$ cat src/rtl/ch_readout_collector.sv
// Serial readout receiver for one channel: walks the enabled frame ids in ascending order,
// selects and loads each frame in the channel, shifts it in MSB first and hands it out on valid/ready.
module ch_readout_collector #(
  parameter int WORD_W   = 10,
  parameter int NUM_REGS = 6,
  parameter int TCNT_W   = 3,
  parameter int SETTLE   = 1
) (
  input  logic                SPI_CLK,
  input  logic                RST,
  input  logic                START,
  input  logic [NUM_REGS-1:0] REG_MASK,
  input  logic                CNT_SER,
  output logic [2:0]          SELECT_REG,
  output logic                INST_READOUT,
  output logic [WORD_W-1:0]   WORD_OUT,
  output logic [2:0]          REG_ID,
  output logic                WORD_VALID,
  input  logic                WORD_READY,
  output logic                BUSY,
  output logic                DONE,
  output logic                FMT_ERR
);

  localparam int BIT_W    = $clog2(WORD_W);
  localparam int SETTLE_W = (SETTLE > 1) ? $clog2(SETTLE) : 1;

  typedef enum logic [2:0] {
    S_IDLE,
    S_SELECT,
    S_LOAD,
    S_SHIFT,
    S_PRESENT,
    S_FINISH
  } state_t;

  state_t                state_reg;
  logic [WORD_W-1:0]     sr_reg;
  logic [BIT_W-1:0]      bit_cnt_reg;
  logic [SETTLE_W-1:0]   settle_cnt_reg;
  logic [NUM_REGS-1:0]   pending_reg;
  logic [2:0]            cur_id_reg;

  logic [2:0]            sel_reg;
  logic                  inst_reg;
  logic [WORD_W-1:0]     word_reg;
  logic [2:0]            id_out_reg;
  logic                  valid_reg;
  logic                  busy_reg;
  logic                  done_reg;
  logic                  fmt_err_reg;

  logic [NUM_REGS-1:0]   scan_src;
  logic [NUM_REGS-1:0]   low_onehot;
  logic [2:0]            next_id;
  logic                  any_pending;
  logic [WORD_W-1:0]     shifted;

  // In IDLE the search runs on the incoming mask so the first frame is chosen on the START edge.
  assign scan_src    = (state_reg == S_IDLE) ? REG_MASK : pending_reg;
  assign any_pending = |scan_src;
  assign shifted     = {sr_reg[WORD_W-2:0], CNT_SER};

  genvar gi;
  generate
    for (gi = 0; gi < NUM_REGS; gi++) begin : g_low
      if (gi == 0) begin : g_first
        assign low_onehot[gi] = scan_src[gi];
      end else begin : g_rest
        assign low_onehot[gi] = scan_src[gi] & ~(|scan_src[gi-1:0]);
      end
    end
  endgenerate

  always_comb begin
    next_id = 3'd0;
    for (int i = 0; i < NUM_REGS; i++) begin
      if (low_onehot[i]) next_id = 3'(i);
    end
  end

  always_ff @(posedge SPI_CLK) begin
    if (RST) begin
      state_reg      <= S_IDLE;
      sr_reg         <= '0;
      bit_cnt_reg    <= '0;
      settle_cnt_reg <= '0;
      pending_reg    <= '0;
      cur_id_reg     <= '0;
      sel_reg        <= '0;
      inst_reg       <= 1'b0;
      word_reg       <= '0;
      id_out_reg     <= '0;
      valid_reg      <= 1'b0;
      busy_reg       <= 1'b0;
      done_reg       <= 1'b0;
      fmt_err_reg    <= 1'b0;
    end else begin
      inst_reg <= 1'b0;
      done_reg <= 1'b0;
      case (state_reg)
        S_IDLE: begin
          if (START) begin
            busy_reg    <= 1'b1;
            fmt_err_reg <= 1'b0;
            if (any_pending) begin
              cur_id_reg     <= next_id;
              sel_reg        <= next_id;
              pending_reg    <= scan_src & ~low_onehot;
              settle_cnt_reg <= '0;
              state_reg      <= S_SELECT;
            end else begin
              pending_reg <= '0;
              state_reg   <= S_FINISH;
            end
          end else begin
            busy_reg <= 1'b0;
          end
        end

        S_SELECT: begin
          if (settle_cnt_reg == SETTLE_W'(SETTLE - 1)) begin
            inst_reg  <= 1'b1;
            state_reg <= S_LOAD;
          end else begin
            settle_cnt_reg <= settle_cnt_reg + 1'b1;
          end
        end

        S_LOAD: begin
          bit_cnt_reg <= '0;
          state_reg   <= S_SHIFT;
        end

        S_SHIFT: begin
          sr_reg      <= shifted;
          bit_cnt_reg <= bit_cnt_reg + 1'b1;
          if (bit_cnt_reg == BIT_W'(WORD_W - 1)) begin
            word_reg   <= shifted;
            id_out_reg <= cur_id_reg;
            valid_reg  <= 1'b1;
            // Frame 0 carries trigger_cnt; anything above its field means a corrupted frame.
            if (cur_id_reg == 3'd0 && (|shifted[WORD_W-1:TCNT_W])) begin
              fmt_err_reg <= 1'b1;
            end
            state_reg <= S_PRESENT;
          end
        end

        S_PRESENT: begin
          if (WORD_READY) begin
            valid_reg <= 1'b0;
            if (any_pending) begin
              cur_id_reg     <= next_id;
              sel_reg        <= next_id;
              pending_reg    <= scan_src & ~low_onehot;
              settle_cnt_reg <= '0;
              state_reg      <= S_SELECT;
            end else begin
              state_reg <= S_FINISH;
            end
          end
        end

        S_FINISH: begin
          // BUSY is left high here and drops on the following IDLE edge, so it covers the DONE cycle.
          done_reg  <= 1'b1;
          state_reg <= S_IDLE;
        end

        default: begin
          state_reg <= S_IDLE;
        end
      endcase
    end
  end

  assign SELECT_REG   = sel_reg;
  assign INST_READOUT = inst_reg;
  assign WORD_OUT     = word_reg;
  assign REG_ID       = id_out_reg;
  assign WORD_VALID   = valid_reg;
  assign BUSY         = busy_reg;
  assign DONE         = done_reg;
  assign FMT_ERR      = fmt_err_reg;

endmodule

$ cat config.mk
export PLATFORM = sky130hd
export DESIGN_NAME = ch_readout_collector
export DESIGN_NICKNAME = d
export VERILOG_FILES = /design/src/rtl/ch_readout_collector.sv
export SDC_FILE = /design/constraint.sdc
export NUM_CORES = 1
export LEC_CHECK = 0
export ABC_AREA = 1
export CAP_MARGIN = 30
export CORE_AREA = 3 3 73 75
export DETAILED_ROUTE_END_ITERATION = 8
export DIE_AREA = 0 0 76 78
export PLACE_DENSITY_LB_ADDON = 0.05
export SETUP_SLACK_MARGIN = 0.2
export SLEW_MARGIN = 10
export SYNTH_ARGS = -nofsm -noshare
export SYNTH_HDL_FRONTEND = slang
export SYNTH_SLANG_ARGS = --single-unit
$ cat constraint.sdc
create_clock -name SPI_CLK -period 1.9 [get_ports SPI_CLK]
set_input_delay 0.38 -clock SPI_CLK [delete_from_list [all_inputs] [get_ports SPI_CLK]]
set_output_delay 0.38 -clock SPI_CLK [all_outputs]
set_load 0.01 [all_outputs]
; ---- Yosys cells after proc, flatten, opt, wreduce, memory -nomap -nowiden
; Cells that the tools add are included.
[word_totals]
output_inout_bits = 21
wordCells = 104
reg_bits = 47
input_bits = 11
[classes]
bitwise = 13
n_reduce_logical = 22
eq_ne = 12
muxes = 41
addsub = 2
[ops]
columns = cell, count
row1 = $mux 3, 14
row2 = $mux 6, 5
row3 = $pmux 3 s5, 1
row4 = $mux 1, 13
row5 = $ne 2x2->1 const B, 6
row6 = $pmux 3 s2, 2
row7 = $pmux 6 s2, 1
row8 = $reduce_and 4->1, 3
row9 = $reduce_and 3->1, 3
row10 = $pmux 4 s2, 1
row11 = $reduce_bool 2->1, 4
row12 = $reduce_or 7->1, 1
row13 = $and 6x6->6, 1
row14 = $eq 3x2->1 const B, 2
row15 = $eq 3x3->1 const B, 2
row16 = $logic_not 3->1, 2
row17 = $not 1->1, 6
row18 = $not 6->6, 1
row19 = $reduce_or 6->1, 1
row20 = $and 1x1->1, 5
row21 = $reduce_or 5->1, 1
row22 = $add 4x1->4 const B, 1
row23 = $eq 4x4->1 const B, 1
row24 = $pmux 1 s2, 2
row25 = 10 further kinds, 11

; ---- Logic depth before layout (Yosys ltp)
; Gate-level depths: netlist (run 1).
[depth]
ltp_word = 12
ltp_mapped = 12
mapped_depth_nobuf = 12

; ---- Worst setup path before layout (run 1)
; OpenSTA, ideal clock, no wires.
[synth_timing]
kind = reg2reg
from = register state_reg[0]
to = register cur_id_reg[0]
period_less_slack_ps = 1428
arrival_ps = 1312
setup_ps = 115
path_buffers = 1
path_stages_with_launch = 11
required_ps = 1785
slack_ps = 472
path_cell_list = dfxtp_1 nor2_4 nand2_4 nand2_4 nand3_4 nor2_4 nand2_2 nand2_2 buf_6 nand2_1 and3_1
[synth_via]
elab_chain_cells = 12
elab_cells_between_ends = 31
classes_between = 3 x eq/ne / 10 x mux / 10 x bitwise / 8 x reduce/logical
[synth_rtl]
columns = item, line_no
row1 = from (decl), 37  ; state_t state_reg;
row2 = from (signal assigned), 84  ; state_reg <= S_IDLE;
row3 = from (signal assigned), 111  ; state_reg <= S_SELECT;
row4 = from (signal assigned), 114  ; state_reg <= S_FINISH;
row5 = $logic_not 3->1, "60, 101"
row6 = $mux 6, 60  ; assign scan_src = (state_reg == S_IDLE) ? REG_MASK : pending_reg;
row7 = $not 1->1 / $reduce_or 2->1 (equally long branches), 70  ; assign low_onehot[gi] = scan_src[gi] & ~(|scan_src[gi-1:0]);
row8 = $and 1x1->1 / $not 1->1 (equally long branches), 70
row9 = $mux 1 / $and 1x1->1 (equally long branches), "78, 70"
row10 = $mux 2, 78  ; if (low_onehot[i]) next_id = 3'(i);
row11 = $mux 3 (3 in a row), 78
row12 = $mux 3, "106, 153"
row13 = $mux 3 (on tied branches), "151, 103"
row14 = $pmux 3 s2, 101  ; case (state_reg)
row15 = to (signal assigned), 107  ; cur_id_reg <= next_id;
row16 = to (signal assigned), 154  ; cur_id_reg <= next_id;
row17 = to (decl), 42  ; logic [2:0] cur_id_reg;
; Parallel ways exist; a longest one is shown, timed or not. The select of a mux whose other input is x is not followed.
; A chain may end at the register's enable or synchronous reset.

==> flow_metrics.py, run 1 <==
metrics = {
    "floorplan": {
        "core-area_mm2": 0.00472,
        "core.rowCount": 25,
        "ios": 32,
        "die-area_mm2": 0.00593,
        "die_y_um": 78,
        "start_util": 0.392,
        "die_x_um": 76,
    },
    "grt": {
        "grt_antenna_before_repair": 0,
        "grtUsageTotal": 0.156,
        "gr-total-overflow": 0,
        "grt_pass1_wl_um": 7510,
        "grt_pass1_vias": 1566,
        "grt_max_degree": 19,
    },
    "detailed_routing": {
        "wl_per_cell_um": 12.2,
        "wl_met2_um": 1900,
        "top_layer": "met4",
        "wl_met3_um": 147,
        "totalWireLength_um": 4320,
        "drt_first_pass_iters": 4,
        "vias": 1692,
        "viasPerCell": 4.78,
        "wl_met1_um": 2230,
        "drc": 0,
        "antenna_left": 0,
        "drtIter0Drc": 74,
    },
    "sta": {
        "fmax_mhz": 612,
        "hold-worst-slack_ns": 0.463,
        "period_needed_ns": 1.63,
        "finalSetupViolations": 0,
        "setup_tns_ns": 0,
        "worst_slew_margin_rel": 0.802,
        "tightest_slew_ns": 0.296,
        "slew_viol_final": 0,
        "skew_ns": 0.00577,
        "hold_violations": 0,
        "fin_crit_sh": 0.859,
        "rsz0062_at_grt": "no",
    },
    "logic_synthesis": {
        "synth_top_area_cell": "dfxtp_1",
        "synthMuxAreaShare": 0,
        "syn_nets": 263,
        "synth_top_family_by_area": "simple AND/OR/NAND/NOR gates",
        "ys_types": 33,
        "ys_seq_area_frac": 0.454,
        "syn_avg_cell_area_um2": 7.41,
        "synth_xor_xnor_area_share": 0,
        "synthAdderAreaFrac": 0.0135,
        "synthesis.yosys.warnings": 0,
        "synth-compound-area-share": 0.139,
        "synth-simple-area-share": 0.324,
        "synth_top_cell_area_share": 0.454,
        "yosys-top-cells-area": "dfxtp_1 (45%), nand2_1 (12%), nor2_1 (7.9%)",
        "syn-cell-area_mm2": 0.00185,
        "syn_inst": 250,
        "synth-seq-cells": 42,
    },
    "setup_path": {
        "slowest_stage": "clkdlybuf4s50_1",
        "startpoint_type": "register",
        "crit_type": "reg -> out",
        "crit_buf_inv": 1,
        "critical_path.max_stage_delay_ns": 0.56,
        "crit_chain": "clkdlybuf4s50_1",
        "endpoint_kind": "output port",
        "critPathArrivalTime_ns": 1.25,
        "crit_fanout": 4,
        "cp_top_family": "buffers and inverters",
        "required_ns": 1.52,
    },
    "clock_tree": {
        "cts_buffer_depth": 2,
        "cts-buffers-inserted": 5,
        "clkLatencyLatePin_ns": 0.29,
        "htree_levels": 2,
        "cts_root_buffer": "clkbuf_8",
        "clk_pin_slew_ns": 0.08,
        "cts_num_sinks": 42,
        "cts_tree": "done",
    },
    "cells_and_area": {
        "antenna_cells": 0,
        "num-fill-cells": 478,
        "areaGrowthSynthToFinish_pct": 27.8,
        "final_util": 0.501,
        "drive_gt1_frac": 0.122,
        "final_cell_mix": "nand2_1 (59), dfxtp_1 (40), nor2_1 (39)",
        "final_nets": 300,
        "largest_reg_flops": 10,
        "final_common_cell": "nand2_1",
    },
    "status": {
        "status": "completed",
    },
    "worst_hold_path": {
        "min_path_type": "reg -> reg",
    },
    "place": {
        "place_hpwl_um": 3060,
        "gp_congestion": 0.834,
        "io_buffers": 31,
    },
    "power": {
        "total_power_uw": 3050,
        "total_leakage_power_uw": 0.00100,
        "power.density_mw_per_mm2": 1290,
        "ir_drop_v": 0.000506,
    },
    "job": {
        "max_cap_viol_count": 0,
    },
}
## metrics by stage
step,cell area [µm²],instances,worst slack (ns)
floorplan,1850,250,0.472
global placement,2230,343,0.0588
detailed placement,2230,343,0.0221
CTS,2310,350,0.247
global route,2370,354,0.197
finish,2370,354,0.267
## cell type report
type / instances / area (µm²) / area share
Multi-Input combinational cell: 181 / 903 / 0.382
Sequential cell: 42 / 843 / 0.356
Timing Repair Buffer: 39 / 387 / 0.163
Tap cell: 67 / 83.8 / 0.0354
Inverter: 18 / 70.1 / 0.0296
Clock buffer: 5 / 68.8 / 0.0291
Clock inverter: 2 / 10.0 / 0.00423
## cell families after synthesis
family	count (synthesis)
compound gates	47
simple gates	131
buf+inv	28
flops	42
fa+ha+maj	2
## per-layer routing
metal,global-route usage,vias to the layer above
met2,0.234,30
met3,0.0383,5
met1,0.221,772
met4,0.0489,0
met5,0,-
li1,-,885
## power by group
part / leakage (µW) / internal [µW] / switching [µW] / total [µW]
Clock: 0.0000438 / 247 / 294 / 540
Sequential: 0.000342 / 1030 / 115 / 1150
Combinational: 0.000615 / 545 / 815 / 1360
## Yosys cell counts (all sizes together)
| master | number |
|---|---|
| o21bai | 2 |
| a31o | 1 |
| and3 | 1 |
| a211oi | 1 |
| nor4 | 2 |
| o31ai | 1 |
| nor3 | 1 |
| nand4 | 1 |
| nor3b | 1 |
| dfxtp | 42 |
| a21boi | 1 |
| nand2 | 67 |
| nor2 | 43 |
| and2 | 1 |
| clkbuf | 3 |
| ha | 2 |
| a21oi | 22 |
| a2bb2oi | 1 |
| inv | 18 |
| o21ai | 16 |
| a31oi | 2 |
| buf | 7 |
| nand3b | 4 |
| nand3 | 10 |
## timing repair
action | in CTS | in global routing
setup endpoints to repair | 0 | 20
gates resized for setup | 0 | 9
setup buffers | 0 | 3
hold buffers | 0 | 0
## final timing paths
check / from / to / slack [ns] / cells past startpoint
worst max register to register: state_reg[1] / pending_reg[2] / 0.32 / 10
worst min-delay path: WORD_OUT[6] / WORD_OUT[6] / 0.46 / 2
worst max-delay path: cur_id_reg[1] / SELECT_REG[1] / 0.27 / 1
worst min register to register: WORD_OUT[6] / WORD_OUT[6] / 0.46 / 2
Power figures use the tool's default switching activity.
==> run 2, diff against run 1 <==
--- a/config.mk
+++ b/config.mk
@@ -7,5 +7,4 @@
 export LEC_CHECK = 0
 export ABC_AREA = 1
-export CAP_MARGIN = 30
 export CORE_AREA = 3 3 73 75
 export DETAILED_ROUTE_END_ITERATION = 8
==> constraint.sdc (replaced) <==
create_clock -name SPI_CLK -period 1.9 [get_ports SPI_CLK]
set_input_delay 0.285 -clock SPI_CLK [delete_from_list [all_inputs] [get_ports SPI_CLK]]
set_output_delay 0.285 -clock SPI_CLK [all_outputs]
set_load 0.01 [all_outputs]
==> run 2 against run 1 <==
Net effect:
- global-route usage grew 0.14 points
- critical path depth rose by 9
- hold slack got worse by 0.0017 ns
- final cell count grew 0.28%
- setup slack better by 0.075 ns
- utilization grew 1.2 points
- count of clock-buffer cells in the layout rose by 1
- critical endpoint is now pending_reg[5]
- largest power group unchanged
==> flow_metrics.py, run 2 (synthesized netlist as in run 1, its figures left out) <==
metrics = {
    "status": {
        "status": "completed",
    },
    "clock_tree": {
        "cts-buffers-inserted": 5,
        "cts_root_buffer": "clkbuf_8",
        "cts_buffer_depth": 2,
        "clkLatencyLatePin_ns": 0.29,
        "cts_tree": "done",
        "cts_num_sinks": 42,
        "clk_pin_slew_ns": 0.08,
        "ctsHoldBuffers": 0,
        "htree_levels": 2,
    },
    "power": {
        "ir_drop_v": 0.000466,
        "power.density_mw_per_mm2": 1380,
        "total_leakage_power_uw": 0.00103,
    },
    "grt": {
        "grt_max_degree": 19,
        "grt_antenna_before_repair": 0,
        "grt_pass1_wl_um": 7570,
        "grtUsageTotal": 0.158,
        "gr-total-overflow": 0,
        "grt_pass1_vias": 1588,
    },
    "floorplan": {
        "die_x_um": 76,
        "core.rowCount": 25,
        "die-area_mm2": 0.00593,
        "start_util": 0.392,
        "core-area_mm2": 0.00472,
        "die_y_um": 78,
        "ios": 32,
    },
    "detailed_routing": {
        "drc": 0,
        "viasPerCell": 4.72,
        "totalWireLength_um": 4370,
        "antenna_left": 0,
        "drt_first_pass_iters": 4,
        "vias": 1674,
        "drtIter0Drc": 104,
        "wl_per_cell_um": 12.3,
    },
    "sta": {
        "finalSetupViolations": 0,
        "worst_slew_margin_rel": 0.798,
        "tightest_slew_ns": 0.303,
        "fmax_mhz": 642,
        "slew_viol_final": 0,
        "skew_ns": 0.00662,
        "rsz0062_at_grt": "no",
        "hold_violations": 0,
        "period_needed_ns": 1.56,
        "setup_tns_ns": 0,
        "hold-worst-slack_ns": 0.461,
        "fin_crit_sh": 0.820,
    },
    "setup_path": {
        "crit_path_end": "pending_reg[5]",
        "cp_common_cell": "nand2_4",
        "required_ns": 2.14,
        "ff2ff_path_depth": 10,
        "crit_fanout": 8,
        "startpoint_type": "register",
        "crit_start": "state_reg[0]",
        "slowest_stage": "dfxtp_1",
        "r2r-start": "state_reg[0]",
        "reg2reg_slack_ns": 0.34,
        "crit_chain": "nor2_4, nand2_4, nand2_4, nand3_4, nor2_4, nand2_2, nand2_4, nand2_1, and2_0, nor2_1",
        "rr_endpoint": "pending_reg[5]",
        "critical_path.max_stage_delay_ns": 0.34,
        "endpoint_kind": "register",
        "critPathArrivalTime_ns": 1.80,
        "crit_type": "reg -> reg",
    },
    "cells_and_area": {
        "final_cell_mix": "nand2_1 (60), dfxtp_1 (41), nor2_1 (39)",
        "final_common_cell": "nand2_1",
        "final_nets": 300,
        "final_cells": 355,
        "antenna_cells": 0,
        "drive_gt1_frac": 0.118,
        "largest_reg_flops": 10,
        "areaGrowthSynthToFinish_pct": 30.8,
    },
    "place": {
        "io_buffers": 31,
        "place_hpwl_um": 3100,
        "post-place-cells": 343,
        "gp_congestion": 0.834,
    },
    "worst_hold_path": {
        "min_path_type": "reg -> reg",
    },
    "job": {
        "max_cap_viol_count": 0,
    },
}
-- run 2: how the worst min path moves through the flow --
stage,cells past startpoint,to,from
after floorplan,2,sr_reg[0],CNT_SER
after global placement,2,FMT_ERR,FMT_ERR
after detailed placement,2,WORD_OUT[6],WORD_OUT[6]
after CTS,2,WORD_OUT[0],WORD_OUT[0]
after global routing,2,WORD_OUT[6],WORD_OUT[6]
final,2,WORD_OUT[6],WORD_OUT[6]
-- run 2: final cells by class --
class                   count  area [µm²]
clock buffers               6        82.6
well taps                  67        83.8
flip-flops and latches     42         842
repair buffers             39         383
clock inverters             2        60.1
fillers                   463        2300
multi-input cells         181         901
inverters                  18        70.1
-- run 2: critical path, delay by kind of cell, from the launching register on --
kind          cells  cell delay (ns)
flops             1             0.34
simple gates     10             1.17
-- run 2: stage by stage --
stage / area (µm²) / util / setup slack, ns / power, µW
floorplan: 1850 / - / 0.472 / 2090
global placement: 2230 / 0.473 / 0.154 / 2410
detailed placement: 2230 / 0.473 / 0.107 / 2390
CTS: 2380 / 0.503 / 0.250 / 3270
global route: 2420 / 0.513 / 0.200 / 3590
finish: 2420 / 0.513 / 0.342 / 3350
-- run 2: report_power, final --
part           internal [µW]  switching (µW)
logic                    539             794
clock network            561             311
registers               1030             117
-- run 2: per-layer routing --
layer  up-vias  wire (µm)  GRT usage  part of all wire
li1        885          -          -                 -
met1       739       2140      0.211              0.49
met2        46       1940      0.248              0.44
met3         4        239     0.0371             0.055
met4         0         46     0.0562             0.011
met5         -          0          0                 0
-- run 2: what timing repair did --
action                     in CTS  in global routing
setup endpoints to repair       0                 19
setup buffers                   0                  3
resized for setup               0                  6
